`src/rtl/mem_access_stage.sv`:
```
// Memory stage of the pipelined core: drives the req/ack data-memory port,
// stalls upstream while an access is outstanding, and holds the MEM/WB register.
module mem_access_stage #(
    parameter int DATA_W = 16,
    parameter int TO_CYC = 16
) (
    input  logic              clk,
    input  logic              rst,
    input  logic              Valid_In,
    input  logic [2:0]        Ctrl_In,
    input  logic [2:0]        Rd_Addr_In,
    input  logic [DATA_W-1:0] Rd_Data_In,
    input  logic [DATA_W-1:0] ALU_Result_In,
    input  logic [DATA_W-1:0] RF_D2_In,
    input  logic [DATA_W-1:0] Instr_In,
    output logic              Dmem_Req,
    output logic              Dmem_We,
    output logic [DATA_W-1:0] Dmem_Addr,
    output logic [DATA_W-1:0] Dmem_Wdata,
    input  logic [DATA_W-1:0] Dmem_Rdata,
    input  logic              Dmem_Ack,
    output logic              Stall_Out,
    output logic              Fwd_Valid,
    output logic [2:0]        Fwd_Rd_Addr,
    output logic [DATA_W-1:0] Fwd_Rd_Data,
    output logic              WB_Valid,
    output logic              WB_Rd_Wr_En,
    output logic [2:0]        WB_Rd_Addr,
    output logic [DATA_W-1:0] WB_Rd_Data,
    output logic [DATA_W-1:0] WB_Instr,
    output logic              Mem_Err
);
    localparam int CNT_W = $clog2(TO_CYC);

    typedef enum logic {IDLE, REQ} state_t;

    state_t            state_reg, state_next;
    logic [CNT_W-1:0]  cnt_reg, cnt_next;
    logic [DATA_W-1:0] addr_reg, wdata_reg;
    logic              we_reg;
    logic              err_reg;
    logic              wb_valid_reg, wb_wr_en_reg;
    logic [2:0]        wb_addr_reg;
    logic [DATA_W-1:0] wb_data_reg, wb_instr_reg;

    logic rd_wr_en, mem_rd, mem_wr, acc, is_load;
    logic in_req, ack_hit, timeout;
    logic stall, ld_pass, ld_bubble, ld_mem, set_err;

    assign rd_wr_en = Ctrl_In[2];
    assign mem_rd   = Ctrl_In[1];
    assign mem_wr   = Ctrl_In[0];
    // Read+write together behaves as a store, so only a pure read is a load.
    assign acc      = Valid_In & (mem_rd | mem_wr);
    assign is_load  = mem_rd & ~mem_wr;
    assign in_req   = (state_reg == REQ);
    assign ack_hit  = in_req & Dmem_Ack;
    assign timeout  = in_req & ~Dmem_Ack & (cnt_reg == CNT_W'(TO_CYC - 1));

    always_comb begin
        state_next = state_reg;
        cnt_next   = cnt_reg;
        stall      = 1'b0;
        ld_pass    = 1'b0;
        ld_bubble  = 1'b0;
        ld_mem     = 1'b0;
        set_err    = 1'b0;
        case (state_reg)
            IDLE: begin
                cnt_next = '0;
                if (acc) begin
                    stall      = 1'b1;
                    ld_bubble  = 1'b1;
                    state_next = REQ;
                end else begin
                    ld_pass = 1'b1;
                end
            end
            REQ: begin
                if (Dmem_Ack) begin
                    ld_mem     = 1'b1;
                    cnt_next   = '0;
                    state_next = IDLE;
                end else if (timeout) begin
                    // Give up: drop the instruction and let the pipeline run on.
                    ld_bubble  = 1'b1;
                    set_err    = 1'b1;
                    cnt_next   = '0;
                    state_next = IDLE;
                end else begin
                    stall    = 1'b1;
                    cnt_next = cnt_reg + CNT_W'(1);
                end
            end
            default: state_next = IDLE;
        endcase
    end

    always_ff @(posedge clk or posedge rst) begin
        if (rst) begin
            state_reg    <= IDLE;
            cnt_reg      <= '0;
            addr_reg     <= '0;
            wdata_reg    <= '0;
            we_reg       <= 1'b0;
            err_reg      <= 1'b0;
            wb_valid_reg <= 1'b0;
            wb_wr_en_reg <= 1'b0;
            wb_addr_reg  <= '0;
            wb_data_reg  <= '0;
            wb_instr_reg <= '0;
        end else begin
            state_reg <= state_next;
            cnt_reg   <= cnt_next;
            if (set_err)
                err_reg <= 1'b1;
            if (state_reg == IDLE && acc) begin
                addr_reg  <= ALU_Result_In;
                wdata_reg <= RF_D2_In;
                we_reg    <= mem_wr;
            end
            if (ld_pass) begin
                wb_valid_reg <= Valid_In;
                wb_wr_en_reg <= Valid_In & rd_wr_en;
                wb_data_reg  <= Rd_Data_In;
                if (Valid_In) begin
                    wb_addr_reg  <= Rd_Addr_In;
                    wb_instr_reg <= Instr_In;
                end
            end
            if (ld_bubble) begin
                wb_valid_reg <= 1'b0;
                wb_wr_en_reg <= 1'b0;
            end
            if (ld_mem) begin
                wb_valid_reg <= 1'b1;
                wb_wr_en_reg <= rd_wr_en & ~mem_wr;
                wb_data_reg  <= is_load ? Dmem_Rdata : Rd_Data_In;
                wb_addr_reg  <= Rd_Addr_In;
                wb_instr_reg <= Instr_In;
            end
        end
    end

    assign Dmem_Req    = in_req;
    assign Dmem_We     = in_req & we_reg;
    assign Dmem_Addr   = addr_reg;
    assign Dmem_Wdata  = wdata_reg;
    assign Stall_Out   = stall;
    // A load only has forwardable data in the cycle its ack arrives.
    assign Fwd_Valid   = Valid_In & rd_wr_en & ~(mem_rd & ~ack_hit);
    assign Fwd_Rd_Addr = Rd_Addr_In;
    assign Fwd_Rd_Data = (ack_hit & is_load) ? Dmem_Rdata : Rd_Data_In;
    assign WB_Valid    = wb_valid_reg;
    assign WB_Rd_Wr_En = wb_wr_en_reg;
    assign WB_Rd_Addr  = wb_addr_reg;
    assign WB_Rd_Data  = wb_data_reg;
    assign WB_Instr    = wb_instr_reg;
    assign Mem_Err     = err_reg;
endmodule

```
`config.mk`:
```
export PLATFORM = sky130hd
export DESIGN_NAME = mem_access_stage
export DESIGN_NICKNAME = d
export VERILOG_FILES = /design/src/rtl/mem_access_stage.sv
export SDC_FILE = /design/constraint.sdc
export NUM_CORES = 1
export LEC_CHECK = 0
export ABC_AREA = 1
export CAP_MARGIN = 20
export CORE_MARGIN = 3
export CORE_UTILIZATION = 42
export DETAILED_ROUTE_END_ITERATION = 7
export HOLD_SLACK_MARGIN = 0.06
export PLACE_DENSITY = 0.9
export SLEW_MARGIN = 10
export SYNTH_ARGS = -nofsm -noshare
export SYNTH_HDL_FRONTEND = slang
export SYNTH_SLANG_ARGS = --single-unit
```
`constraint.sdc`:
```
create_clock -name clk -period 6.7 [get_ports clk]
set_input_delay 1.005 -clock clk [delete_from_list [all_inputs] [get_ports clk]]
set_output_delay 1.005 -clock clk [all_outputs]
set_load 0.01 [all_outputs]
```
==> results of run 1 <==
## how the worst max path moves through the flow
stage | from | to | slack (ns) | cells past startpoint
after floorplan | rst | Dmem_Addr[0] | 3.76 | 1
after global placement | Valid_In | Stall_Out | 2.17 | 6
after detailed placement | Valid_In | Stall_Out | 2.12 | 6
after CTS | Valid_In | Stall_Out | 2.11 | 6
after global routing | Valid_In | Stall_Out | 1.89 | 6
final | Valid_In | Stall_Out | 2.11 | 6
## cells in the final DEF (no fill, tap or decap), types with 3 or more instances in the layout
cell type        Yosys  layout
nor2_1               6       6
o21ai_0             19      19
nand2_2              3       3
dfrtp_1             76      76
inv_1               29      28
a21oi_1              4       4
nand2_1            175     175
nand3_1             52      52
clkbuf_8             0      11
clkdlybuf4s50_1      0     182
inv_4                3       3
## routing by layer
layer | routed length [um] | track usage | vias to the layer above
met5 | 0 | 0 | -
met3 | 702 | 0.04893 | 14
met2 | 4817 | 0.3561 | 124
li1 | - | - | 1584
met1 | 3774 | 0.2654 | 1446
met4 | 145 | 0.08531 | 0
## area by class of cell
type	instances	share of cell area
inverter	33	0.02462
sequential	76	0.3531
tap	102	0.02369
clock inverter	5	0.01092
timing repair buffer	183	0.3396
multi-input combinational	269	0.2200
clock buffer	11	0.02811
## power breakdown
group / internal (mW) / switching [mW]
combinational: 0.256 / 0.208
sequential: 0.549 / 0.0541
clock: 0.193 / 0.166
total: 0.998 / 0.428
## critical path, stage by stage
cell and delay [ns]:
clkdlybuf4s50_1 0.48, inv_1 0.08, nor2_4 0.52, nand2_2 0.64, nand2_1 0.28, clkdlybuf4s50_1 0.57
## metrics by stage
| stage | power, mW | worst slack (ns) | cell area, um^2 | std cells | hold WS, ns |
|---|---|---|---|---|---|
| 2_1_floorplan | 0.7966 | 3.757 | 3376 | 400 | 0.4319 |
| 3_3_place_gp | 1.068 | 2.173 | 5176 | 663 | 0.4464 |
| 3_5_place_dp | 1.080 | 2.122 | 5176 | 663 | 0.4525 |
| 4_1_cts | 1.445 | 2.106 | 5386 | 679 | 0.4619 |
| 5_1_grt | 1.514 | 1.891 | 5386 | 679 | 0.4913 |
| 6_report | 1.426 | 2.112 | 5386 | 679 | 0.4565 |
## logic make-up after synthesis
kind of cell	count (synthesis)	share of synthesized area
compound gates	26	0.04040
flops	76	0.5634
fa+ha+maj	1	0.003706
simple gates	242	0.3069
buf+inv	55	0.08561
==> results by group, run 1 <==
STA
  • Hold Vio Cnt, Final: 0
  • Clk_skew: 0.008352 ns
  • Slew Viols, Final: 0
  • Crit share post-route: 0.6848
  • Slew headroom: 0.3976
  • RSZ-0062 raised after global routing: false
  • Setup tns final: 0 ns
  • Setup Viol. Count Final: 0
  • Maximum clock frequency: around 220 MHz
  • Crit path time final: between 4 and 5 ns
  • Worst-margin pin slew: approximately 0.9 ns

Setup path
  • Reg2reg setup slack: 4.20 ns
  • CP Launch Type: input port
  • Worst R2R Path Depth: 5
  • Setup CP Type: in -> out
  • CP arrival: roughly 3.6 ns
  • Worst r2r src: Dmem_Req
  • Setup crit end kind: primary output
  • CP max FO: 38
  • FF-to-FF End: WB_Instr[3]
  • WP data required: about 5.7 ns

Placement
  • Routability Congestion: approximately 0.84
  • Port buffer count: approximately 180
  • HPWL Detailed: a little over 7 mm

Yosys
  • Post-synth top flop: dfrtp_1
  • EDFF count, synth: 0
  • Mapped cell area: 3376 um^2
  • Ranking of synthesized cells by area: dfrtp_1, nand2_1, nand3_1
  • Netlist cell types: 25
  • Sequential share of the synthesized area: 0.5634
  • Syn. warnings: 0
  • Cell taking the most area after synthesis: dfrtp_1
  • Syn nets: 491
  • Area fraction of the dominant cell type after synthesis: 0.5634
  • Commonest cells in the synthesized netlist: nand2_1, dfrtp_1, nand3_1
  • Asr flop ratio synth: 1.000
  • #FFs+latches synth: 76
  • Synthesized area per cell: 8.439 um^2
  • Syn Inst Count: 400
  • Top-count cell post-synth: nand2_1

Floorplanning
  • Core ar.: between 7000 and 8000 um^2
  • Die X: ~96 um
  • DIE AREA: ~9100 um^2
  • Chip Height: between 90 and 100 um
  • Row count: 32
  • I/O pin total: approximately 180
  • Starting Density: 0.4346

Outcome
  • Outcome: finished, final reports clean

Power and ir drop
  • Maximum VDD drop: about 0.14 mV
  • Leak Pwr: around 2.6 nW
  • PD cells: about 260 nW/um^2

Layout
  • Antenna cells: 0
  • Finished Core Util: 0.6935
  • Share of layout cells above drive strength 1: 0.05546
  • Area of the multi-input gates: around 1200 um^2
  • Area Overhead vs Synth: 59.56%
  • FF/Latch Area: ~1900 um^2
  • # fillers: 600
  • Final #Nets: between 600 and 700

Clock network
  • Num Clock Sinks: 76
  • Clk pin slew, worst setup/hold paths: roughly 0.070 ns
  • Number of hold buffers added after cts: 0
  • Resize count post-CTS: 0
  • Clk buf depth: 2
  • CTS root buffer: clkbuf_8
  • Post-CTS setup buffers: 0
  • Clk_lat worst skew: 0.33 ns
  • CTS tree: yes
  • Clock H-tree levels: 3
  • Total CTS buffers: 9

Detailed routing
  • TritonRoute pass-1 iters: 4
  • Drt via density: approximately 4.7
  • WL final: roughly 9.4 mm
  • Wire per inst: 13.90 um
  • Drc violations: 0
  • Routed vias: 3,168
  • Initial drt markers: ~140
  • Antenna viol nets, final: 0

Min path
  • Min-delay src: cnt_reg[0]
  • HP Class: reg -> reg
  • Worst Hold Depth: 1
  • Hold Path Sink: cnt_reg[0]

GRT
  • Largest net degree at the start of global routing: 77
  • GRT Resource Usage Total: 0.2128
  • First-pass GRT wire length: 15.00 mm
  • Grt ovf: 0
  • Initial antenna violation count: 0
  • Vias in the first global route: ~3,200

Run
  • Max Cap Viol: 0
No activity file was read; power rests on OpenSTA's default activity.
==> run 2: changes to the inputs <==
Settings changed: CORE_UTILIZATION 42 to 35, PLACE_DENSITY 0.9 to 0.8.
Clock period 6.7 ns to 3.88 ns, I/O delays scaled along.
==> results by group, run 2 (synthesis results as in run 1) <==
GRT
  • Largest net degree at the start of global routing: 67
  • GRT Resource Usage Total: 0.1761
  • Initial antenna violation count: 0
  • Vias in the first global route: roughly 3,200
  • First-pass GRT wire length: 15.64 mm
  • Grt ovf: 0

Run
  • Max Cap Viol: 0

Setup path
  • Setup crit end kind: primary output
  • Max incr delay on CP: between 0.5 and 0.6 ns
  • Setup CP Type: in -> out
  • WP data required: 3.30 ns
  • CP arrival: 2.67 ns
  • CP Launch Type: input port
  • Critical-path cell list: clkdlybuf4s50_1 -> inv_1 -> nor2_2 -> nand2_4 -> nand2_1 -> nand2_1 -> clkdlybuf4s50_1
  • CP max FO: 17
  • Slowest cell on crit path: nor2_2

STA
  • Setup tns final: 0 ns
  • Setup Viol. Count Final: 0
  • Slew headroom: 0.4713
  • Slew Viols, Final: 0
  • RSZ-0062 raised after global routing: false
  • Maximum clock frequency: 307.1 MHz
  • Clk_skew: around 0.0092 ns
  • Worst hold slack: about 0.47 ns
  • Crit share post-route: 0.8393
  • Crit path time final: around 3.3 ns
  • Hold Vio Cnt, Final: 0
  • Worst-margin pin slew: between 0.7 and 0.8 ns

Layout
  • Commonest non-fill, non-tap cell in the layout: clkdlybuf4s50_1
  • Final #Nets: around 670
  • Antenna cells: 0
  • Share of layout cells above drive strength 1: 0.05872
  • Fin area: between 5000 and 6000 um^2
  • # fillers: roughly 830
  • Area Overhead vs Synth: 61.68%
  • Commonest cells after routing, fill and taps aside: clkdlybuf4s50_1, nand2_1, dfrtp_1

Placement
  • Port buffer count: between 150 and 200
  • HPWL Detailed: approximately 7 mm
  • DP Area: between 5000 and 6000 um^2
  • Routability Congestion: between 0.8 and 0.9

Power and ir drop
  • Post-route total power: around 2.5 mW
  • Leak Pwr: about 2.6 nW
  • PD cells: between 400 and 500 nW/um^2
  • Maximum VDD drop: 0.2133 mV

Floorplanning
  • DIE AREA: approximately 11,000 um^2
  • Core ar.: around 9300 um^2
  • Die X: around 100 um
  • Starting Density: 0.3619
  • Chip Height: 104.2 um
  • I/O pin total: ~180
  • Row count: 35

Outcome
  • Outcome: finished, final reports clean

Detailed routing
  • Antenna viol nets, final: 0
  • Wire per inst: roughly 13 um
  • TritonRoute pass-1 iters: 4
  • Routed vias: between 3,000 and 4,000
  • Drt via density: 4.605
  • Initial drt markers: 145
  • Drc violations: 0
  • WL final: ~9.5 mm

Clock network
  • Clk buf depth: 2
  • Resize count post-CTS: 0
  • CTS root buffer: clkbuf_8
  • Clk_lat worst skew: 0.33 ns
  • Clock H-tree levels: 3
  • CTS tree: yes
  • Num Clock Sinks: 76
  • Total CTS buffers: 9
  • Post-CTS setup buffers: 0
  • Clk pin slew, worst setup/hold paths: roughly 0.07 ns
  • Number of hold buffers added after cts: 0

Min path
  • HP Class: reg -> reg
==> run 2: area by class of cell <==
class | instances | area [um^2] | share of cell area
clock buffers | 11 | 151.4 | 0.02774
flip-flops and latches | 76 | 1902 | 0.3485
multi-input cells | 269 | 1185 | 0.2171
clock inverters | 4 | 72.57 | 0.01330
inverters | 33 | 133.9 | 0.02453
well taps | 129 | 161.4 | 0.02957
repair buffers | 186 | 1852 | 0.3393
==> run 2: path summary, 6_finish.rpt <==
path	start	endpoint	slack [ns]	depth (start not counted)
worst max-delay path	Ctrl_In[1]	Fwd_Rd_Data[2]	0.62	7
worst min-delay path	Mem_Err	Mem_Err	0.47	2
worst max register to register	Dmem_Req	WB_Instr[8]	1.83	6
worst min register to register	Mem_Err	Mem_Err	0.47	2
max in group asynchronous	rst	cnt_reg[2]	2.45	3
min in group asynchronous	rst	WB_Instr[13]	0.74	2
==> run 2: worst max-delay path, delay by kind of cell <==
kind                   cells  cell delay [ns]
AND/OR/NAND/NOR            4             1.04
buffers and inverters      3             1.04
==> run 2: routing by layer <==
| layer | GRT usage | share of wire | wire (um) |
|---|---|---|---|
| met1 | 0.2090 | 0.42 | 4010 |
| met2 | 0.3106 | 0.50 | 4736 |
| met3 | 0.04221 | 0.067 | 639 |
| met4 | 0.06268 | 0.015 | 143 |
| met5 | 0 | 0 | 0 |
==> run 2: per-stage QoR <==
| step | instances | utilization | setup WS, ns |
|---|---|---|---|
| after floorplan | 400 | - | 1.360 |
| after global placement | 693 | 0.5610 | 0.7105 |
| after detailed placement | 693 | 0.5610 | 0.6441 |
| after CTS | 708 | 0.5850 | 0.6368 |
| after global routing | 708 | 0.5851 | 0.4484 |
| final | 708 | 0.5851 | 0.6236 |
==> run 2: power breakdown <==
| part | switching, mW | leakage [nW] | internal [mW] |
|---|---|---|---|
| logic | 0.364 | 1.60 | 0.445 |
| clock network | 0.269 | 0.111 | 0.393 |
| registers | 0.0909 | 0.936 | 0.948 |
| total | 0.724 | 2.65 | 1.79 |
